`src/rtl/rv_isa_pkg.sv`:
```
// RV32I encoding constants and a pure encode function shared by the lab's encoder/decoder.
// Latency: none (combinational helper only).
// Backpressure: n/a.
// Contents: opcode, op-class, ALUOp, funct3/funct7 constants, NOP word,
//           enc_t {legal, word} and rv_encode().
package rv_isa_pkg;

  // Major opcodes
  localparam logic [6:0] OPC_R      = 7'b0110011;
  localparam logic [6:0] OPC_I      = 7'b0010011;
  localparam logic [6:0] OPC_LOAD   = 7'b0000011;
  localparam logic [6:0] OPC_STORE  = 7'b0100011;
  localparam logic [6:0] OPC_BRANCH = 7'b1100011;

  // Op classes as presented by the decoder
  localparam logic [2:0] CLS_R  = 3'd0;
  localparam logic [2:0] CLS_I  = 3'd1;
  localparam logic [2:0] CLS_LW = 3'd2;
  localparam logic [2:0] CLS_SW = 3'd3;
  localparam logic [2:0] CLS_BR = 3'd4;

  // ALUOp codes, identical to the decoder's
  localparam logic [2:0] ALU_SUB = 3'b000;
  localparam logic [2:0] ALU_ADD = 3'b001;
  localparam logic [2:0] ALU_AND = 3'b010;
  localparam logic [2:0] ALU_OR  = 3'b011;
  localparam logic [2:0] ALU_SLL = 3'b100;
  localparam logic [2:0] ALU_SRL = 3'b101;
  localparam logic [2:0] ALU_SLT = 3'b110;

  // funct3 / funct7
  localparam logic [2:0] F3_ADD = 3'b000;
  localparam logic [2:0] F3_SLL = 3'b001;
  localparam logic [2:0] F3_SLT = 3'b010;
  localparam logic [2:0] F3_SRL = 3'b101;
  localparam logic [2:0] F3_OR  = 3'b110;
  localparam logic [2:0] F3_AND = 3'b111;
  localparam logic [2:0] F3_W   = 3'b010;
  localparam logic [2:0] F3_BEQ = 3'b000;
  localparam logic [2:0] F3_BNE = 3'b001;
  localparam logic [2:0] F3_BLT = 3'b100;
  localparam logic [2:0] F3_BGE = 3'b101;
  localparam logic [6:0] F7_BASE = 7'b0000000;
  localparam logic [6:0] F7_SUB  = 7'b0100000;

  // addi x0, x0, 0
  localparam logic [31:0] NOP_INSTR = 32'h0000_0013;

  typedef struct packed {
    logic        legal;
    logic [31:0] word;
  } enc_t;

  // Pure encoder. Illegal combinations return legal=0 and word=0.
  function automatic enc_t rv_encode(input logic [2:0]  opclass,
                                     input logic [2:0]  aluop,
                                     input logic [2:0]  brcond,
                                     input logic [4:0]  rd,
                                     input logic [4:0]  rs1,
                                     input logic [4:0]  rs2,
                                     input logic [12:0] imm);
    enc_t       r;
    logic [2:0] f3;
    logic [6:0] f7;
    logic       alu_ok;
    r      = '0;
    f3     = F3_ADD;
    f7     = F7_BASE;
    alu_ok = 1'b1;
    case (aluop)
      ALU_ADD: f3 = F3_ADD;
      ALU_SUB: begin f3 = F3_ADD; f7 = F7_SUB; end
      ALU_AND: f3 = F3_AND;
      ALU_OR:  f3 = F3_OR;
      ALU_SLL: f3 = F3_SLL;
      ALU_SRL: f3 = F3_SRL;
      ALU_SLT: f3 = F3_SLT;
      default: alu_ok = 1'b0;
    endcase
    case (opclass)
      CLS_R: begin
        r.legal = alu_ok;
        r.word  = {f7, rs2, rs1, f3, rd, OPC_R};
      end
      CLS_I: begin
        // There is no subi; immediate shifts carry a 5-bit shamt with a zero upper field.
        r.legal = alu_ok && (aluop != ALU_SUB);
        if (aluop == ALU_SLL || aluop == ALU_SRL)
          r.word = {7'b0, imm[4:0], rs1, f3, rd, OPC_I};
        else
          r.word = {imm[11:0], rs1, f3, rd, OPC_I};
      end
      CLS_LW: begin
        r.legal = 1'b1;
        r.word  = {imm[11:0], rs1, F3_W, rd, OPC_LOAD};
      end
      CLS_SW: begin
        r.legal = 1'b1;
        r.word  = {imm[11:5], rs2, rs1, F3_W, imm[4:0], OPC_STORE};
      end
      CLS_BR: begin
        r.legal = (brcond == F3_BEQ) || (brcond == F3_BNE) ||
                  (brcond == F3_BLT) || (brcond == F3_BGE);
        r.word  = {imm[12], imm[10:5], rs2, rs1, brcond, imm[4:1], imm[11], OPC_BRANCH};
      end
      default: r.legal = 1'b0;
    endcase
    if (!r.legal) r.word = '0;
    return r;
  endfunction

endpackage

```
`src/rtl/rv_sync_fifo.sv`:
```
// Generic synchronous FIFO, DEPTH (power of two, >= 2) x WIDTH, head visible combinationally.
// Latency: a push at edge N is visible at head after edge N.
// Backpressure: push ignored when full, pop ignored when empty; caller gates on full/empty.
// Ports: clk, rst (async active-high), push/push_data, pop, head, full, empty.
module rv_sync_fifo #(
  parameter int DEPTH = 4,
  parameter int WIDTH = 32
) (
  input  logic             clk,
  input  logic             rst,
  input  logic             push,
  input  logic [WIDTH-1:0] push_data,
  input  logic             pop,
  output logic [WIDTH-1:0] head,
  output logic             full,
  output logic             empty
);

  localparam int AW = $clog2(DEPTH);
  localparam logic [AW:0] PTR_ONE = 1;

  logic [WIDTH-1:0] mem [DEPTH];
  // Pointers carry one extra wrap bit to tell full from empty.
  logic [AW:0]      wr_ptr;
  logic [AW:0]      rd_ptr;

  // Storage is reset so the head reads 0 out of reset.
  always_ff @(posedge clk or posedge rst) begin
    if (rst) begin
      wr_ptr <= '0;
      rd_ptr <= '0;
      for (int i = 0; i < DEPTH; i++) mem[i] <= '0;
    end else begin
      if (push && !full) begin
        mem[wr_ptr[AW-1:0]] <= push_data;
        wr_ptr              <= wr_ptr + PTR_ONE;
      end
      if (pop && !empty) rd_ptr <= rd_ptr + PTR_ONE;
    end
  end

  assign empty = (wr_ptr == rd_ptr);
  assign full  = (wr_ptr[AW] != rd_ptr[AW]) && (wr_ptr[AW-1:0] == rd_ptr[AW-1:0]);
  assign head  = mem[rd_ptr[AW-1:0]];

endmodule

```
`src/rtl/rv_inst_encoder.sv`:
```
// Packs decoded RV32I ops into instruction words and streams them with a running byte address.
// Latency: op accepted at edge N appears on out_* after edge N (no same-cycle bypass).
// Backpressure: in_ready = FIFO not full; out_* held until out_ready.
// Ports: clk, rst (async active-high); in_valid/in_ready + op fields; out_valid/out_ready,
//        out_instr, out_addr; err_pulse, err_count.
// Build option: RV_ENC_NOP_ON_ILLEGAL_EN -- illegal ops push a NOP instead of being dropped.
module rv_inst_encoder
  import rv_isa_pkg::*;
#(
  parameter int          DEPTH     = 4,
  parameter logic [31:0] BASE_ADDR = 32'h0000_0000,
  parameter int          ERR_W     = 8
) (
  input  logic             clk,
  input  logic             rst,
  input  logic             in_valid,
  output logic             in_ready,
  input  logic [2:0]       in_opclass,
  input  logic [2:0]       in_aluop,
  input  logic [2:0]       in_brcond,
  input  logic [4:0]       in_rd,
  input  logic [4:0]       in_rs1,
  input  logic [4:0]       in_rs2,
  input  logic [12:0]      in_imm,
  output logic             out_valid,
  input  logic             out_ready,
  output logic [31:0]      out_instr,
  output logic [31:0]      out_addr,
  output logic             err_pulse,
  output logic [ERR_W-1:0] err_count
);

  localparam logic [ERR_W-1:0] ERR_ONE = 1;
  localparam logic [ERR_W-1:0] ERR_MAX = '1;

  enc_t        enc;
  logic        full;
  logic        empty;
  logic        accept;
  logic        push;
  logic [31:0] push_data;
  logic        pop;

  assign enc      = rv_encode(in_opclass, in_aluop, in_brcond, in_rd, in_rs1, in_rs2, in_imm);
  assign in_ready = !full;
  assign accept   = in_valid && in_ready;
  assign pop      = out_valid && out_ready;

  // Illegal ops always consume the handshake; only what gets queued differs.
`ifdef RV_ENC_NOP_ON_ILLEGAL_EN
  assign push      = accept;
  assign push_data = enc.legal ? enc.word : NOP_INSTR;
`else
  assign push      = accept && enc.legal;
  assign push_data = enc.word;
`endif

  rv_sync_fifo #(
    .DEPTH (DEPTH),
    .WIDTH (32)
  ) u_fifo (
    .clk       (clk),
    .rst       (rst),
    .push      (push),
    .push_data (push_data),
    .pop       (pop),
    .head      (out_instr),
    .full      (full),
    .empty     (empty)
  );

  assign out_valid = !empty;

  always_ff @(posedge clk or posedge rst) begin
    if (rst) begin
      out_addr  <= BASE_ADDR;
      err_pulse <= 1'b0;
      err_count <= '0;
    end else begin
      if (pop) out_addr <= out_addr + 32'd4;
      err_pulse <= accept && !enc.legal;
      if (accept && !enc.legal && err_count != ERR_MAX)
        err_count <= err_count + ERR_ONE;
    end
  end

endmodule

```
`config.mk`:
```
export PLATFORM = sky130hd
export DESIGN_NAME = rv_inst_encoder
export DESIGN_NICKNAME = d
export VERILOG_FILES = /design/src/rtl/rv_isa_pkg.sv /design/src/rtl/rv_sync_fifo.sv /design/src/rtl/rv_inst_encoder.sv
export SDC_FILE = /design/constraint.sdc
export NUM_CORES = 1
export LEC_CHECK = 0
export ABC_AREA = 0
export CAP_MARGIN = 20
export CELL_PAD_IN_SITES_DETAIL_PLACEMENT = 0
export CELL_PAD_IN_SITES_GLOBAL_PLACEMENT = 1
export CORE_MARGIN = 8
export CORE_UTILIZATION = 40
export CTS_BUF_LIST = sky130_fd_sc_hd__clkbuf_8
export CTS_CLUSTER_SIZE = 30
export DETAILED_ROUTE_END_ITERATION = 12
export PLACE_DENSITY = 0.71
export SETUP_SLACK_MARGIN = 0.5
export SLEW_MARGIN = 10
export SYNTH_ARGS = -nofsm -noshare
export SYNTH_HDL_FRONTEND = slang
export SYNTH_HIERARCHICAL = 1
export SYNTH_SLANG_ARGS = --single-unit
```
`constraint.sdc`:
```
create_clock -name clk -period 5.1 [get_ports clk]
set_input_delay 1.02 -clock clk [delete_from_list [all_inputs] [get_ports clk]]
set_output_delay 1.02 -clock clk [all_outputs]
set_load 0.02 [all_outputs]
```
-- Yosys cells after proc, flatten, opt, wreduce, memory -nomap -nowiden
Index checks and enable logic that the tools add are counted.
Widths: inputs -> output; s select.
- add/sub/neg operators: 4
- order comparisons: 3
- equality and inequality tests: 17
- multiplexer cells: 13
- bitwise gates (word level): 2
- reductions and logical operators: 23
- operator list (operator ; count):
    $mux 32 ; 5
    $pmux 32 s5 ; 1
    $bwmux 128 ; 1
    $bmux 32 s2 ; 1
    $demux 32 s2 ; 1
    $add 32x3->32 const B ; 1
    $eq 3x3->1 const B ; 6
    $pmux 3 s5 ; 1
    $eq 3x2->1 const B ; 4
    $logic_and 1x1->1 ; 10
    $eq 3x1->1 const B ; 3
    $logic_not 3->1 ; 3
    $add 8x1->8 const B ; 1
    $ne 8x8->1 const B ; 1
    $reduce_or 7->1 ; 1
    $add 3x1->3 const B ; 2
    $ge 3x3->1 const B ; 2
    $mux 6 ; 1
    $not 2->3 ; 2
    $logic_or 1x1->1 ; 4
    $pmux 1 s4 ; 1
    $eq 3x3->1 ; 1
    $logic_not 1->1 ; 3
    $lt 3x1->1 const B ; 1
    5 further kinds ; 5
- register bits after elaboration: 175
- bits of input ports: 41
- output and inout bits: 75
- word-level logic and storage cells: 71

-- Longest topological paths before layout
- word-level depth: 8
- gate-level depth with buffers: 10
- depth with buffers taken out: 7

-- Modules after synthesis
The synthesis kept the hierarchy.
- modules (own cells, without submodules) (module ; times used ; cells an instance ; area each (um2) ; seq. area each (um2)):
    rv_sync_fifo ; 1 ; 354 ; 6309.8 ; 3353.2
    rv_inst_encoder ; 1 ; 265 ; 2442.3 ; 975.9

-- Worst setup path after synthesis
OpenSTA, ideal clock, no wires.
- path type: input -> register
- start: input in_opclass[1]
- end: register u_fifo/mem[117] in the netlist's numbering
- library setup time: 0.125 ns
- arrival time: 3.583 ns
- required time: 4.975 ns
- slack: 1.392 ns
- cell stages on the path: 9
- buffers on the path: 3
- cells stage by stage: clkbuf_1 > nor4b_1 > a211oi_4 > clkbuf_1 > nor2_1 > nand2_1 > a31oi_4 > buf_6 > mux2_2
- word-level cells in the longest chain between the ends: 5
- elaborated cells between the ends (all ways): 12
- those cells by class: eq/ne (4); mux (4); reduce/logical (4)
- ends and longest elaborated chain (item ; RTL line ; source):
    start: declaration ; rv_inst_encoder.sv:18 ; input logic [2:0] in_opclass,
    $eq 3x2->1 ; rv_isa_pkg.sv:80 ; case (opclass)
    $reduce_or 2->1 (no line) ; -- ;
    $pmux 1 s4 * ; rv_isa_pkg.sv:80 ;
    $logic_and 1x1->1 * ; rv_inst_encoder.sv:54 ; assign push = accept && enc.legal;
    via push ; rv_inst_encoder.sv:40 ; logic push;
    $logic_and 1x1->1 * ; rv_sync_fifo.sv:34 ; if (push && !full) begin
    end signal: indexed assignment ; rv_sync_fifo.sv:35 ; mem[wr_ptr[AW-1:0]] <= push_data;
    end: declaration ; rv_sync_fifo.sv:22 ; logic [WIDTH-1:0] mem [DEPTH];
The timed path passes the listed nets; every way through them passes the cells marked *.
A chain may end at the register's enable or synchronous reset.

==> out/qor.txt <==
status -> finished clean
setup violators final -> 0
remaining antenna violation count after routing -> 0
Synth warnings -> 6
area leader, netlist -> dfrtp_1
drt total wl -> 19900 um
Post-synth ARST share -> 100%
htree depth -> 4
Core ar. -> 21600 um^2
Clock Tree Buf Depth -> 2
drt first-iter violations -> 257
postcts setup bufs -> 0
Syn Area/Cell -> 14.1 um^2
post-route clock period utilization -> 71.9%
total number of vias -> 5455
top post-synthesis cells by area -> dfrtp_1 (49%), mux2_4 (11%), mux2_2 (9.5%), mux4_2 (8.2%), xor2_1 (2.3%)
fmax -> 273 MHz
Top FF cell, synth -> dfrtp_1
first-pass GRT wire length -> 32800 um
PostCTS Resize Cnt -> 0
drt wl/cell -> 19.3 um
final core utilization -> 49.1%
Commonest cells post-synth -> dfrtp_1 (173), mux2_2 (74), mux2_4 (63), mux4_2 (32), xor2_1 (23)
initial antenna violation count -> 0
setup TNS -> 0 ns
Placement Setup Slack -> 0.940 ns
Layout Cells excl Fill -> 1035
nature of the critical path startpoint -> input port
worst-margin pin slew -> 0.973 ns
initial core utilization -> 40.5%
# rows -> 54
Tmin final -> 3.67 ns
Cells after Synth -> 619
clk slew on worst S/H paths -> 0.09 ns
Pins Over Slew Limit -> 0
clk sinks -> 173
Worst-Skew Late Latency -> 0.46 ns
CTS tree -> yes
Clock Skews -> 0.0155 ns
Num CTS Buffers -> 17
number of I/O port buffers -> 113
EDFF count, synth -> 0
Max IR drop VDD -> 203 uV
number of global-route vias before repair -> 5924
required time worst endpoint -> 5.44 ns
Worst setup EP type -> register
area of the mapped netlist -> 8750 um^2
die area -> 26900 um^2
Final nets -> 790
most frequent cell after synthesis -> dfrtp_1
final worst slack -> 1.43 ns
Avg Vias per Cell -> 5.27
Netlist cell types -> 51
die height -> 164 um
die width -> 164 um
clk root buf -> clkbuf_8
Overflow after GRT -> 0
PwrDens -> 544 nW/um^2
WS Path Type -> input port to register
worst path arrival time -> 4.00 ns
largest fanout on the critical path -> 22
placed cell count -> 1002
number of synthesized register bits -> 173
# diodes -> 0
MaxCap Viol Count -> 0
Leak -> 4.68 nW
post-DP HPWL -> 13900 um
I/O pins -> 116
endpoints failing hold -> 0
share of cells above drive strength 1 -> 30.5%
drt first pass iters -> 4
sequential-to-total area share from yosys stat -> 49.5%
Slew headroom -> 34.2%
DRC errors left -> 0
largest net degree at the start of global routing -> 135
Hold Path Class -> register to register
Layout area overhead -> 21.4%
Placer Congestion -> 0.787
hold buffers post-CTS -> 0
Synth top area share -> 49.5%
All-Layer GR Usage -> 15.5%
RSZ-0062 raised after global routing -> no
-- sequential cells by signal, summed over array words and instances, names as in the netlist --
name / cells
err_count: 8
err_pulse: 1
out_addr: 30
u_fifo/mem: 128
u_fifo/rd_ptr: 3
u_fifo/wr_ptr: 3
-- critical path, cell delays in order --
cell	delay (ns)
clkdlybuf4s50_1	0.82
or4b_1	0.49
and2_4	0.18
a211oi_4	0.27
buf_4	0.26
inv_2	0.20
o211a_1	0.25
and2_1	0.23
mux2_2	0.28
-- cell type report --
| class | instances | area [um^2] |
|---|---|---|
| Tap cell | 280 | 350 |
| Clock inverter | 14 | 183 |
| Clock buffer | 18 | 248 |
| Fill cell | 1878 | 11000 |
| Inverter | 13 | 52.6 |
| Multi-Input combinational cell | 407 | 4160 |
| Timing Repair Buffer | 130 | 1300 |
| Sequential cell | 173 | 4330 |
-- report_power, final --
group	switching (W)	total [W]	internal (W)
clock network	0.000519	0.00103	0.000509
logic	0.00116	0.00254	0.00138
registers	0.000363	0.00221	0.00185
total	0.00204	0.00578	0.00374
-- cell families after synthesis --
group	Yosys count	synth area share [%]
AO/OA/AOI/OAI	50	4.77
XOR/XNOR	44	4.79
adder cells (fa/ha/maj)	7	1.00
buffers and inverters	48	3.35
flip-flops	173	49.5
multiplexers	170	28.7
other	1	0.0428
AND/OR/NAND/NOR	126	7.91
-- path summary, 6_finish.rpt --
check / from / end / slack [ns] / cells past startpoint
worst max-delay path: in_opclass[0] / u_fifo/mem[93] / 1.43 / 9
worst min-delay path: out_addr[31] / out_addr[31] / 0.49 / 1
worst max register to register: u_fifo/rd_ptr[0] / u_fifo/mem[24] / 1.75 / 9
worst min register to register: out_addr[31] / out_addr[31] / 0.49 / 1
max in group asynchronous: rst / u_fifo/mem[120] / 3.40 / 3
min in group asynchronous: rst / err_count[1] / 0.95 / 2
-- stage by stage --
stage / cell area, um^2 / power (W) / hold slack [ns]
after floorplan: 8790 / 0.00389 / 0.475
after global placement: 10200 / 0.00472 / 0.465
after detailed placement: 10200 / 0.00480 / 0.470
after CTS: 10600 / 0.00585 / 0.486
after global routing: 10600 / 0.00613 / 0.515
final: 10600 / 0.00578 / 0.487
-- per-layer routing --
layer  up-vias  routed length [um]  global-route usage (%)  part of all wire, %
met5         -                   0                       0                    0
met4         0                 180                    4.67                 0.90
met3        11                 939                    3.46                  4.7
met2       120                9620                    25.0                   48
met1      2835                9200                    20.5                   46
li1       2489                   -                       -                    -
-- cells in the final DEF, fill, tap and decap left out, drive strengths merged, types with 17 or more instances in the layout --
cell,n
nand2,18
xor2,24
xnor2,20
mux4,32
clkbuf,18
buf,17
mux2,137
dfrtp,173
inv,18
clkdlybuf4s50,113
nor2,22
No activity file was read; power rests on OpenSTA's default activity.
